**src/rtl/alu_arbiter.sv**
```systemverilog
// Round-robin arbiter sharing one multicycle ALU between two requesters.
// Optional macro ALU_ARB_MUL_WAIT_EN stretches EXEC to MUL_CYCLES for multiply (Sel 4'b0010).
module alu_arbiter #(
   parameter int unsigned WORD_LENGTH = 32,
   parameter int unsigned MUL_CYCLES  = 2
) (
   input  logic                   clk,
   input  logic                   reset,
   input  logic                   req0,
   input  logic                   req1,
   input  logic [3:0]             sel0,
   input  logic [3:0]             sel1,
   input  logic [WORD_LENGTH-1:0] a0,
   input  logic [WORD_LENGTH-1:0] b0,
   input  logic [WORD_LENGTH-1:0] a1,
   input  logic [WORD_LENGTH-1:0] b1,
   output logic                   done0,
   output logic                   done1,
   output logic [WORD_LENGTH-1:0] result,
   output logic                   zero,
   output logic                   busy,
   output logic [3:0]             alu_sel,
   output logic [WORD_LENGTH-1:0] alu_a,
   output logic [WORD_LENGTH-1:0] alu_b,
   input  logic [WORD_LENGTH-1:0] alu_c,
   input  logic                   alu_zero
);

   if (MUL_CYCLES < 1 || MUL_CYCLES > 15) begin : g_bad_mul_cycles
      $error("MUL_CYCLES must be in 1..15");
   end

   typedef enum logic [1:0] {StIdle, StExec, StResp} state_e;

   state_e                 state_q, state_d;
   logic                   owner_q, owner_d;
   logic                   last_q, last_d;
   logic [3:0]             sel_q, sel_d;
   logic [WORD_LENGTH-1:0] a_q, a_d;
   logic [WORD_LENGTH-1:0] b_q, b_d;
   logic [WORD_LENGTH-1:0] result_q, result_d;
   logic                   zero_q, zero_d;
   logic                   done0_q, done0_d;
   logic                   done1_q, done1_d;
   logic                   gnt;
   logic [3:0]             gnt_sel;
   logic                   exec_last;
`ifdef ALU_ARB_MUL_WAIT_EN
   logic [3:0]             cnt_q, cnt_d;
`endif

   // On a tie the port that was not served last wins.
   assign gnt     = (req0 && req1) ? ~last_q : req1;
   assign gnt_sel = gnt ? sel1 : sel0;

`ifdef ALU_ARB_MUL_WAIT_EN
   assign exec_last = (cnt_q == 4'd0);
`else
   assign exec_last = 1'b1;
`endif

   always_comb begin
      state_d  = state_q;
      owner_d  = owner_q;
      last_d   = last_q;
      sel_d    = sel_q;
      a_d      = a_q;
      b_d      = b_q;
      result_d = result_q;
      zero_d   = zero_q;
      done0_d  = 1'b0;
      done1_d  = 1'b0;
`ifdef ALU_ARB_MUL_WAIT_EN
      cnt_d    = cnt_q;
`endif
      case (state_q)
         StIdle: begin
            if (req0 || req1) begin
               owner_d = gnt;
               sel_d   = gnt_sel;
               a_d     = gnt ? a1 : a0;
               b_d     = gnt ? b1 : b0;
`ifdef ALU_ARB_MUL_WAIT_EN
               cnt_d   = (gnt_sel == 4'b0010) ? 4'(MUL_CYCLES - 1) : 4'd0;
`endif
               state_d = StExec;
            end
         end
         StExec: begin
            if (exec_last) begin
               result_d = alu_c;
               zero_d   = alu_zero;
               done0_d  = ~owner_q;
               done1_d  = owner_q;
               state_d  = StResp;
            end
`ifdef ALU_ARB_MUL_WAIT_EN
            else begin
               cnt_d = cnt_q - 4'd1;
            end
`endif
         end
         StResp: begin
            last_d  = owner_q;
            state_d = StIdle;
         end
         default: state_d = StIdle;
      endcase
   end

   always_ff @(posedge clk) begin
      if (reset) begin
         state_q  <= StIdle;
         owner_q  <= 1'b0;
         last_q   <= 1'b1;
         sel_q    <= '0;
         a_q      <= '0;
         b_q      <= '0;
         result_q <= '0;
         zero_q   <= 1'b0;
         done0_q  <= 1'b0;
         done1_q  <= 1'b0;
`ifdef ALU_ARB_MUL_WAIT_EN
         cnt_q    <= '0;
`endif
      end else begin
         state_q  <= state_d;
         owner_q  <= owner_d;
         last_q   <= last_d;
         sel_q    <= sel_d;
         a_q      <= a_d;
         b_q      <= b_d;
         result_q <= result_d;
         zero_q   <= zero_d;
         done0_q  <= done0_d;
         done1_q  <= done1_d;
`ifdef ALU_ARB_MUL_WAIT_EN
         cnt_q    <= cnt_d;
`endif
      end
   end

   assign done0   = done0_q;
   assign done1   = done1_q;
   assign result  = result_q;
   assign zero    = zero_q;
   assign busy    = (state_q != StIdle);
   assign alu_sel = sel_q;
   assign alu_a   = a_q;
   assign alu_b   = b_q;

endmodule

```
**config.mk**
```make
export PLATFORM = sky130hd
export DESIGN_NAME = alu_arbiter
export DESIGN_NICKNAME = d
export VERILOG_FILES = /design/src/rtl/alu_arbiter.sv
export SDC_FILE = /design/constraint.sdc
export NUM_CORES = 1
export LEC_CHECK = 0
export ABC_AREA = 1
export CAP_MARGIN = 15
export CORE_ASPECT_RATIO = 0.9
export CORE_MARGIN = 5
export CORE_UTILIZATION = 57
export CTS_BUF_LIST = sky130_fd_sc_hd__clkbuf_4 sky130_fd_sc_hd__clkbuf_8
export DETAILED_ROUTE_END_ITERATION = 6
export DONT_BUFFER_PORTS = 1
export PLACE_DENSITY_LB_ADDON = 0.15
export SYNTH_ARGS = -nofsm -noshare
export SYNTH_HDL_FRONTEND = slang
export SYNTH_SLANG_ARGS = --single-unit
```
**constraint.sdc**
```tcl
create_clock -name clk -period 1.2 [get_ports clk]
set_clock_uncertainty 0.2 [all_clocks]
set_input_delay 0.18 -clock clk [delete_from_list [all_inputs] [get_ports clk]]
set_output_delay 0.18 -clock clk [all_outputs]
set_load 0.02 [all_outputs]
```
==> metrics.txt <==
# TYPE chip_impl_metric gauge
chip_impl_metric{name="antenna_violating_nets_post_route",unit=""} 0
chip_impl_metric{name="die-area",unit="um^2"} 11400
chip_impl_metric{name="fp-row-count",unit=""} 33
chip_impl_info{name="critical_path.reg2reg.startpoint",value="state_q[0]$_SDFFE_PP0P_"} 1
chip_impl_metric{name="crit_path_max_incr_delay",unit="ns"} 0.36
chip_impl_info{name="timing.critical_path.cells",value="inv_2, nand2_4, nor2_4, buf_12, clkbuf_16, nand2_1, nor2_1, nor2_1"} 1
chip_impl_metric{name="slew_violations",unit=""} 0
chip_impl_info{name="rsz_0062_raised_after_global_routing",value="true"} 1
chip_impl_metric{name="timing.hold.ws",unit="ns"} -0.155
chip_impl_info{name="synth_flop_cell",value="sky130_fd_sc_hd__dfxtp_1"} 1
chip_impl_metric{name="die_h",unit="um"} 102
chip_impl_metric{name="worst_pin_slew",unit="ns"} 0.458
chip_impl_info{name="crit_path_most_repeated_cell",value="sky130_fd_sc_hd__nor2_1"} 1
chip_impl_metric{name="ys_seq_elements",unit=""} 107
chip_impl_info{name="netlist_top_cells_area",value="sky130_fd_sc_hd__dfxtp_1 40%, sky130_fd_sc_hd__nand2_1 15%, sky130_fd_sc_hd__nor2_1 15%"} 1
chip_impl_metric{name="final.period_utilization",unit=""} 1.34
chip_impl_metric{name="layout_setup_ws",unit="ns"} -0.403
chip_impl_metric{name="grt.overflow.total",unit=""} 0
chip_impl_metric{name="max-cap-violations",unit=""} 0
chip_impl_metric{name="peak_ir_drop_on_the_vdd_network",unit="mV"} 1.09
chip_impl_metric{name="period_minus_slack",unit="ns"} 1.60
chip_impl_metric{name="pin_count_of_the_biggest_net_entering_global_routing",unit=""} 140
chip_impl_info{name="cts_tree",value="yes"} 1
chip_impl_metric{name="io-pin-count",unit=""} 277
chip_impl_metric{name="cts.reportedPaths.clkPinSlew",unit="ns"} 0.11
chip_impl_metric{name="cp.buffers_inverters",unit=""} 3
chip_impl_info{name="hold-path-endpoint",value="alu_a[25]$_SDFFE_PP0P_"} 1
chip_impl_info{name="worst_setup_path_start_kind",value="register"} 1
chip_impl_info{name="critical_path.endpoint_type",value="register"} 1
chip_impl_metric{name="portBuffers",unit=""} 0
chip_impl_metric{name="r2r_slack",unit="ns"} -0.40
chip_impl_metric{name="totalWireLength",unit="mm"} 23.5
chip_impl_metric{name="design_power_total",unit="mW"} 10.2
chip_impl_metric{name="place_congestion",unit=""} 0.882
chip_impl_metric{name="final-seq-area",unit="um^2"} 2280
chip_impl_metric{name="start_util",unit=""} 0.585
chip_impl_metric{name="synth-edff-count",unit=""} 0
chip_impl_metric{name="cp_data_arrival_time",unit="ns"} 1.66
chip_impl_info{name="min-delay-start",value="req1"} 1
chip_impl_metric{name="multi_input_area",unit="um^2"} 2880
chip_impl_metric{name="mappedNetlistArea",unit="um^2"} 5340
chip_impl_metric{name="netlist.area_leader.share",unit=""} 0.401
chip_impl_metric{name="global_route.usage.total",unit=""} 0.292
chip_impl_metric{name="maxClockFrequency",unit="MHz"} 624
chip_impl_metric{name="dr.pass1.iters",unit=""} 7
chip_impl_metric{name="postSynthCellCount",unit=""} 835
chip_impl_metric{name="cts.htree.levels",unit=""} 3
chip_impl_info{name="violations",value="design-rule violations, negative hold slack, negative setup slack"} 1
chip_impl_metric{name="route.detailed.wl_per_inst",unit="um"} 20.6
chip_impl_metric{name="crit_required",unit="ns"} 1.25
chip_impl_info{name="crit_path_top_delay_cell",value="sky130_fd_sc_hd__dfxtp_2"} 1
chip_impl_metric{name="drt-initial-drc-count",unit=""} 713
chip_impl_metric{name="fp.coreArea",unit="um^2"} 9130
chip_impl_metric{name="ctsLongestPathBuffers",unit=""} 2
chip_impl_metric{name="detail_route.drc_violations",unit=""} 6
chip_impl_metric{name="postSynth.asyncResetShare",unit=""} 0
chip_impl_metric{name="detailedPlace.worstSlack",unit="ns"} -0.291
chip_impl_metric{name="reg2regPathDepth",unit=""} 8
chip_impl_metric{name="final_net_count",unit=""} 1186
chip_impl_info{name="yosysTopAreaCell",value="sky130_fd_sc_hd__dfxtp_1"} 1
chip_impl_metric{name="setup_viol",unit=""} 177
chip_impl_info{name="r2r_end",value="alu_a[16]$_SDFFE_PP0P_"} 1
chip_impl_metric{name="floorplan.die.width",unit="um"} 112
chip_impl_metric{name="power_density",unit="nW/um^2"} 1230
chip_impl_metric{name="leakage",unit="nW"} 3.87
chip_impl_metric{name="grt_pass1_wl",unit="mm"} 27.2
chip_impl_metric{name="flow.area_growth_from_synthesis",unit="%"} 55.5
chip_impl_metric{name="synthesis.nets",unit=""} 1008
chip_impl_metric{name="drive_gt1_frac",unit=""} 0.291
chip_impl_metric{name="timing.critical_path.fanout_max",unit=""} 8
chip_impl_metric{name="yosysSeqAreaShare",unit=""} 0.401
chip_impl_info{name="hold_class",value="in2reg"} 1
chip_impl_info{name="crit_path_start",value="state_q[0]$_SDFFE_PP0P_"} 1
chip_impl_metric{name="via_per_inst",unit=""} 5.79
chip_impl_metric{name="hold_viol",unit=""} 38
chip_impl_metric{name="antenna_found_initial",unit=""} 2
chip_impl_metric{name="hold-path-cell-count",unit=""} 3
chip_impl_metric{name="filler_cell_count",unit=""} 359
chip_impl_info{name="synth.top_cells.by_count",value="208 x sky130_fd_sc_hd__nand2_1, 208 x sky130_fd_sc_hd__nor2_1, 107 x sky130_fd_sc_hd__dfxtp_1"} 1
chip_impl_metric{name="total_number_of_vias",unit=""} 6616
chip_impl_metric{name="yosys_warnings",unit=""} 0
chip_impl_info{name="critPathKind",value="reg2reg"} 1
chip_impl_metric{name="hpwlAfterDp",unit="mm"} 10.7
chip_impl_metric{name="cts_buffers",unit=""} 9
chip_impl_info{name="clockRootBuffer",value="sky130_fd_sc_hd__clkbuf_8"} 1
chip_impl_info{name="critPathTopFamily",value="simple AND/OR/NAND/NOR gates"} 1
chip_impl_metric{name="clock_tree_sinks",unit=""} 107
chip_impl_metric{name="syn-mean-instance-area",unit="um^2"} 6.40
chip_impl_metric{name="first_global_vias",unit=""} 5413
chip_impl_metric{name="netlist-cell-type-count",unit=""} 17
chip_impl_info{name="outcome",value="complete, but fails checks"} 1
chip_impl_metric{name="clock_latency",unit="ns"} 0.37
chip_impl_metric{name="maxSlewHeadroom",unit=""} 0.692
-- worst max-delay path by stage --
| stage | endpoint | slack [ns] | cells past startpoint |
|---|---|---|---|
| global placement | alu_a[11]$_SDFFE_PP0P_ | -0.26 | 7 |
| detailed placement | alu_a[11]$_SDFFE_PP0P_ | -0.29 | 7 |
| finish | alu_a[16]$_SDFFE_PP0P_ | -0.40 | 8 |
| CTS | alu_a[11]$_SDFFE_PP0P_ | -0.20 | 8 |
| floorplan | alu_a[0]$_SDFFE_PP0P_ | -0.12 | 8 |
| global route | alu_a[16]$_SDFFE_PP0P_ | -0.46 | 8 |
-- flip-flops by register name (all words and copies together), names as in the netlist --
name,count
alu_b,32
state_q,2
done0,1
done1,1
zero,1
result,32
alu_a,32
owner_q,1
alu_sel,4
last_q,1
-- logic make-up (layout without fill, tap and decap cells) --
family	Yosys count	count (layout)	share of synthesized area
DFF	107	107	0.401
AOI/OAI and AO/OA	103	103	0.129
and+or+nand+nor	491	491	0.363
buffers and inverters	134	317	0.106
other	0	2	0
-- cell usage in the layout, fill, tap and decap left out, types with 4 or more instances in the layout --
master	instances
sky130_fd_sc_hd__a21boi_0	32
sky130_fd_sc_hd__a21boi_1	36
sky130_fd_sc_hd__inv_8	4
sky130_fd_sc_hd__dlygate4sd3_1	113
sky130_fd_sc_hd__clkbuf_8	9
sky130_fd_sc_hd__nand3_1	70
sky130_fd_sc_hd__buf_4	24
sky130_fd_sc_hd__dfxtp_1	4
sky130_fd_sc_hd__nand2_1	197
sky130_fd_sc_hd__buf_12	12
sky130_fd_sc_hd__inv_1	69
sky130_fd_sc_hd__nor2_1	165
sky130_fd_sc_hd__nand2_4	11
sky130_fd_sc_hd__buf_6	71
sky130_fd_sc_hd__dfxtp_4	4
sky130_fd_sc_hd__dfxtp_2	99
sky130_fd_sc_hd__o21ai_0	23
sky130_fd_sc_hd__nor2_4	9
sky130_fd_sc_hd__o21ai_1	11
sky130_fd_sc_hd__nor2_2	36
-- area by class of cell --
class                           instances  share of cell area
Antenna cell                            2            0.000603
Clock buffer                           10              0.0158
Clock inverter                          6             0.00708
Inverter                               73              0.0339
Multi-Input combinational cell        594               0.347
Sequential cell                       107               0.275
Tap cell                              122              0.0184
Timing Repair Buffer                  227               0.301
Timing Repair inverter                  1             0.00196
-- per-stage QoR --
step                utilization  cells  instance area (um^2)  TNS (ns)
global placement          0.660    987                  6020    -17.22
finish                    0.910   1142                  8310    -26.35
detailed placement        0.660    987                  6020    -20.93
global route              0.910   1142                  8310    -35.12
CTS                       0.785   1074                  7170    -19.27
floorplan                     -    835                  5360     -7.67
-- layer usage --
| metal | share of wire | vias to the layer above | global-route usage |
|---|---|---|---|
| li1 | - | 2923 | - |
| met1 | 0.33 | 3042 | 0.334 |
| met2 | 0.50 | 519 | 0.517 |
| met3 | 0.10 | 132 | 0.0876 |
| met4 | 0.063 | 0 | 0.123 |
| met5 | 0 | - | 0 |
-- worst register-to-register path: stages, from the launching register on --
cell,delay [ns]
sky130_fd_sc_hd__dfxtp_2,0.36
sky130_fd_sc_hd__inv_2,0.08
sky130_fd_sc_hd__nand2_4,0.06
sky130_fd_sc_hd__nor2_4,0.12
sky130_fd_sc_hd__buf_12,0.17
sky130_fd_sc_hd__clkbuf_16,0.18
sky130_fd_sc_hd__nand2_1,0.08
sky130_fd_sc_hd__nor2_1,0.16
sky130_fd_sc_hd__nor2_1,0.09
-- report_power, final --
group          internal, mW  switching, mW  total (mW)
Clock                 0.833           1.39        2.23
Combinational          1.61           1.95        3.56
Sequential             4.02          0.441        4.46
-- timing repair --
| item | CTS | global route |
|---|---|---|
| gates cloned | 2 | 4 |
| hold buffers | 65 | 49 |
| pin swaps | 1 | 21 |
| hold endpoints to repair | 107 | 69 |
| resized for setup | 89 | 193 |
| endpoints found under the setup margin | 210 | 211 |
| buffers inserted | 4 | 13 |
(Power assumes the default switching activity.)
